File: config.mk
export PLATFORM = sky130hd
export DESIGN_NAME = pipe_mult
export DESIGN_NICKNAME = d
export VERILOG_FILES = /design/src/rtl/pipe_mult.sv
export SDC_FILE = /design/constraint.sdc
export NUM_CORES = 2
export LEC_CHECK = 0
export ABC_AREA = 1
export CORE_MARGIN = 2
export CORE_UTILIZATION = 65
export DETAILED_ROUTE_END_ITERATION = 6
export PLACE_DENSITY = 0.81
export SYNTH_ARGS = -nofsm -noshare
export SYNTH_HDL_FRONTEND = slang
export SYNTH_SLANG_ARGS = --single-unit
File: constraint.sdc
create_clock -name clock -period 8.1 [get_ports clock]
set_input_delay 1.62 -clock clock [delete_from_list [all_inputs] [get_ports clock]]
set_output_delay 1.62 -clock clock [all_outputs]
set_load 0.02 [all_outputs]
File: src/rtl/pipe_mult.sv
// ---------------------------------------------------------------------------
// pipe_mult
//
// Pipelined integer multiplier. This block answers the multiply-unit
// start/done handshake. It returns the full 2*XLEN-bit product of two XLEN-bit
// operands exactly NUM_STAGE cycles after start. It accepts a new operation
// every cycle.
//
// Each operand is extended to 2*XLEN bits. The extension is signed or unsigned
// according to its sign bit. The low 2*XLEN bits of the extended product are
// then the exact result for MUL, MULH, MULHSU and MULHU. The wrapper picks the
// half it needs.
//
// The extended multiplier is split into NUM_STAGE chunks of CHUNK bits. Stage i
// multiplies the extended multiplicand by chunk i and adds the result into a
// running accumulator. Stage i sees the multiplicand already shifted left by
// i*CHUNK, so no stage needs a variable shifter. The multiplier register also
// drops its consumed chunk at every stage, so each stage always reads its
// chunk from the low bits.
//
// Parameters:
//   XLEN      - operand width
//   NUM_STAGE - pipeline depth and latency (1, 2, 4 or 8); must divide 2*XLEN
//
// Ports:
//   clock   in   system clock
//   reset   in   synchronous, active-high; also used by the wrapper as squash
//   start   in   a new operation is presented this cycle
//   sign    in   [0]: mcand is signed, [1]: mplier is signed
//   mcand   in   multiplicand (rs1)
//   mplier  in   multiplier (rs2)
//   product out  completed 2*XLEN-bit product (holds while done is low)
//   done    out  product is valid this cycle (one pulse per accepted start)
// ---------------------------------------------------------------------------
module pipe_mult #(
    parameter int XLEN      = 32,
    parameter int NUM_STAGE = 4
) (
    input  logic                clock,
    input  logic                reset,
    input  logic                start,
    input  logic [1:0]          sign,
    input  logic [XLEN-1:0]     mcand,
    input  logic [XLEN-1:0]     mplier,
    output logic [2*XLEN-1:0]   product,
    output logic                done
);

    localparam int PW    = 2 * XLEN;
    localparam int CHUNK = PW / NUM_STAGE;

    logic [PW-1:0] mcand_ext;
    logic [PW-1:0] mplier_ext;

    // Extend both operands to full product width. The extension is a sign
    // extension only when the operand's sign bit is set. This makes one
    // unsigned 2*XLEN multiply serve every signedness combination.
    always_comb begin
        mcand_ext  = {{XLEN{sign[0] & mcand[XLEN-1]}}, mcand};
        mplier_ext = {{XLEN{sign[1] & mplier[XLEN-1]}}, mplier};
    end

    for (genvar i = 0; i < NUM_STAGE; i++) begin : g_stage

        // Number of multiplier bits that are still unconsumed when this stage
        // takes its input.
        localparam int REM = PW - i * CHUNK;

        logic [PW-1:0]  acc_in;
        logic [PW-1:0]  mc_in;
        logic [REM-1:0] mp_in;
        logic           v_in;
        logic [PW-1:0]  pp;
        logic [PW-1:0]  acc_nx;
        logic [PW-1:0]  acc_q;
        logic           v_q;

        // Stage 0 takes its operands straight from the ports. Its accumulator
        // starts at zero. Later stages read the registers of the stage before.
        if (i == 0) begin : g_src
            assign acc_in = '0;
            assign mc_in  = mcand_ext;
            assign mp_in  = mplier_ext;
            assign v_in   = start;
        end else begin : g_src
            assign acc_in = g_stage[i-1].acc_q;
            assign mc_in  = g_stage[i-1].g_fwd.mc_q;
            assign mp_in  = g_stage[i-1].g_fwd.mp_q;
            assign v_in   = g_stage[i-1].v_q;
        end

        // The multiplicand reaching this stage is already aligned to chunk i.
        // Multiplying it by the unsigned low chunk and truncating to PW bits
        // therefore gives this stage's shifted partial product directly.
        assign pp     = mc_in * PW'(mp_in[CHUNK-1:0]);
        assign acc_nx = acc_in + pp;

        if (i < NUM_STAGE - 1) begin : g_fwd
            logic [PW-1:0]        mc_q;
            logic [REM-CHUNK-1:0] mp_q;

            // Intermediate pipeline register. The data fields load every cycle,
            // so bubbles can carry garbage. Only v_q decides whether the slot
            // counts. Reset clears everything, which discards in-flight ops.
            always_ff @(posedge clock) begin
                if (reset) begin
                    acc_q <= '0;
                    mc_q  <= '0;
                    mp_q  <= '0;
                    v_q   <= 1'b0;
                end else begin
                    acc_q <= acc_nx;
                    mc_q  <= mc_in << CHUNK;
                    mp_q  <= mp_in[REM-1:CHUNK];
                    v_q   <= v_in;
                end
            end
        end else begin : g_last
            // Final stage register. It drives the outputs directly. The
            // accumulator loads only when a valid op completes, so product
            // holds its last result through bubbles. v_q is the done pulse.
            always_ff @(posedge clock) begin
                if (reset) begin
                    acc_q <= '0;
                    v_q   <= 1'b0;
                end else begin
                    v_q <= v_in;
                    if (v_in) begin
                        acc_q <= acc_nx;
                    end
                end
            end
        end
    end

    assign product = g_stage[NUM_STAGE-1].acc_q;
    assign done    = g_stage[NUM_STAGE-1].v_q;

endmodule

==> results.tsv <==
stage	metric	value	unit
sta	Rel. slew slack	0.08905	
cts	post-CTS sizing	0	
power	combinational power share	0.834	
sta	final setup violation count	0	
detailed_routing	Routed WL per cell	18.82	um
sta	fin worst setup slack	0.6412	ns
worst_hold_path	worst hold path type	reg2reg	
cts	Max H-tree Level	2	
detailed_routing	Iteration-0 DRC Markers	4235	
logic_synthesis	Yosys top cell area share	0.4343	
global_routing	vias in the first global route	52180	
cts	CTS tree	done	
floorplanning	die area	97140	um^2
sta	setup repair after global routing missed its margin	false	
global_routing	first-pass GRT wire length	276800	um
sta	Fmax achieved	134.1	MHz
place	Setup Slack @ Placement	0.09885	ns
setup_path	worst-path fanout max	17	
global_routing	GRT Total Usage	0.3666	
logic_synthesis	Post-synth EDFFs	0	
logic_synthesis	Synth Flop Type	dfxtp_1	
logic_synthesis	ranking of synthesized cells by area	fa_1 (43%), inv_1 (16%), dfxtp_1 (11%), nand2_1 (9.6%), ha_1 (7.0%)	
setup_path	R2R depth	21	
setup_path	CP startpoint kind	primary input	
logic_synthesis	Netlist cell types	49	
sta	Final Hold Viols	0	
finish	# fillers	7591	
logic_synthesis	ys async rst share	0	
worst_hold_path	HP Start	g_stage[0].g_fwd.mp_q[16]	
setup_path	Critical R2R Capture	g_stage[1].acc_q[56]	
finish	# nets final	9584	
setup_path	CP required	8.63	ns
floorplanning	die width	311.7	um
place	I/O Buffers	133	
floorplanning	Placement Rows	112	
finish	area occupied by registers	6944	um^2
logic_synthesis	post-synth top area cell	fa_1	
status	outcome	complete, no violations	
place	DPL Wire Length	142300	um
logic_synthesis	Cell Area, Synth	61530	um^2
cts	Num CTS Buffers	40	
power	sequential share of power	0.093	
detailed_routing	detailed-route via count	48710	
setup_path	Arrival @ worst endpoint	7.99	ns
sta	period utilisation layout	0.9208	
cts	Clk pin slew, worst setup/hold paths	0.06	ns
place	placer congestion estimate	1.040	
cts	CTS Hold Bufs	0	
power	maximum VDD drop	0.5283	mV
finish	most frequent cells in the layout	inv_1 (2572), nand2_1 (1567), fa_1 (1335)	
floorplanning	chip height	311.7	um
power	Pint	10440	uW
cts	clk_lat worst skew	0.65	ns
global_routing	initial antenna violation count	2	
cts	Max Root-Sink Buffers	3	
detailed_routing	Pre-Repair DR Iteration Count	6	
power	clock network fraction of total power	0.073	
cts	clock sink total	346	
finish	fraction of layout cells with a size suffix above 1	0.03115	
setup_path	CP Capture Type	flip-flop	
logic_synthesis	Synthesized Nets	9623	
floorplanning	Core Area	93610	um^2
flow_run	max-cap viol count	0	
global_routing	total grt overflow	0	
setup_path	reg2reg start	g_stage[0].g_fwd.mp_q[3]	
power	sw frac	0.5973	
logic_synthesis	Synth Area per Inst	7.816	um^2
worst_hold_path	worst hold endpoint	g_stage[1].g_fwd.mp_q[0]	
finish	commonest non-fill, non-tap cell in the layout	inv_1	
finish	area occupied by multi-input gates	43750	um^2
floorplanning	num ports	134	
detailed_routing	DRC Markers	0	
worst_hold_path	hold depth	2	
detailed_routing	post-route ant nets	0	
power	Leak	0.03755	uW
logic_synthesis	FF+latch count, synth	346	
sta	Final Max Slew Viols	0	
power	Power per Cell Area	395.5	nW/um^2
sta	min cycle time layout	7.459	ns
sta	Worst Tran Pin Value	1.366	ns
logic_synthesis	Syn Inst Count	7873	
cts	root buf cell	clkbuf_16	
detailed_routing	routed vias/inst	5.341	
detailed_routing	final wirelength	171600	um
cts	Post-CTS Setup Inserts	0	
sta	skew final	0.04641	ns
sta	Setup TNS Final	0	ns
setup_path	reg2reg setup slack	1.29	ns
finish	area grow syn2layout	6.474	%
power	NetSw	15480	uW
setup_path	Setup CP Type	in2reg	
floorplanning	starting density of the core	0.6573	
logic_synthesis	sequential share of the synthesized area	0.1126	
logic_synthesis	Synth warnings	0	
global_routing	pin count of the biggest net entering global routing	94	
## worst max-delay path, cell delays in order
cell	delay (ns)
clkdlybuf4s50_1	0.72
buf_4	0.31
nand2_1	0.10
fa_1	0.50
fa_1	0.52
fa_1	0.52
inv_1	0.06
fa_1	0.52
fa_1	0.50
inv_1	0.05
fa_1	0.48
inv_1	0.04
ha_1	0.35
a21oi_1	0.25
o21ai_0	0.22
a21oi_1	0.37
nand2_1	0.28
a21oi_1	0.23
o21ai_0	0.09
a21oi_1	0.26
## routing by layer
layer	part of all wire	vias up	global-route usage
met5	0	-	0
met4	0.050	0	0.1630
met3	0.095	467	0.06309
met2	0.47	2384	0.6041
met1	0.38	23960	0.4789
li1	-	21900	-
## registers in the layout, summed over array words and instances, names as in the netlist
register and cells:
done 1, product 64, g_stage.v_q 3, g_stage.g_fwd.mc_q 81, g_stage.g_fwd.mp_q 19, g_stage.acc_q 178
## cells by family (layout without fill, tap and decap cells)
family                   count (synthesis)  in the layout  share of synthesized area
other                                    0              2                          0
XOR/XNOR                                44             44                   0.006486
buffers and inverters                 2890           2881                     0.1765
flip-flops                             346            346                     0.1126
adder cells (fa/ha/maj)               1681           1681                     0.5047
AND/OR/NAND/NOR                       2366           2366                     0.1505
AO/OA/AOI/OAI                          546            546                    0.04929
## power by group through the flow
stage	clock [uW]	combinational, uW	sequential [uW]
CTS	1920	21300	2390
floorplan	0	14900	2240
detailed placement	0	21100	2420
global placement	0	20900	2420
finish	1900	21600	2400
global route	1990	24300	2420
## synth_stat cells, drive strengths merged (11+ instances only)
| library cell | instances |
|---|---|
| ha | 346 |
| nand4 | 11 |
| a31oi | 15 |
| dfxtp | 346 |
| xor2 | 20 |
| fa | 1335 |
| a21o | 22 |
| o21a | 25 |
| nand2 | 1578 |
| xnor2 | 23 |
| nand3 | 124 |
| clkbuf | 305 |
| inv | 2575 |
| nor3 | 26 |
| nor2 | 609 |
| a21oi | 228 |
| o21bai | 13 |
| o21ai | 223 |
## cell type report
type                            instances  share of cell area
Antenna cell                            2          0.00007639
Clock inverter                         24            0.004068
Timing Repair Buffer                  233             0.03371
Sequential cell                       346              0.1060
Inverter                             2576              0.1477
Clock buffer                           48             0.01681
Tap cell                             1254             0.02395
Multi-Input combinational cell       4637              0.6677
## through the flow
stage | cells | hold WS (ns) | area [um^2] | utilization | total power, uW
after global routing | 9118 | 0.4129 | 65510 | 0.6999 | 28670
after global placement | 9046 | 0.3890 | 64150 | 0.6852 | 23320
final | 9120 | 0.4009 | 65520 | 0.6999 | 25910
after floorplan | 7873 | 0.3883 | 61530 | - | 17130
after CTS | 9118 | 0.4011 | 65510 | 0.6999 | 25580
after detailed placement | 9046 | 0.3946 | 64150 | 0.6852 | 23520
## worst max path at each step
stage          startpoint              endpoint  slack (ns)  depth (start not counted)
2_1_floorplan   mcand[31]  g_stage[0].acc_q[45]        0.77                         24
3_3_place_gp    mplier[3]  g_stage[0].acc_q[21]        0.06                         20
3_5_place_dp    mplier[3]  g_stage[0].acc_q[21]         0.1                         20
4_1_cts         mplier[3]  g_stage[0].acc_q[21]        0.74                         20
5_1_grt          mcand[4]  g_stage[0].acc_q[21]        0.42                         21
6_report        mplier[3]  g_stage[0].acc_q[21]        0.64                         20
Note: power is estimated with default switching activity, not from simulation.
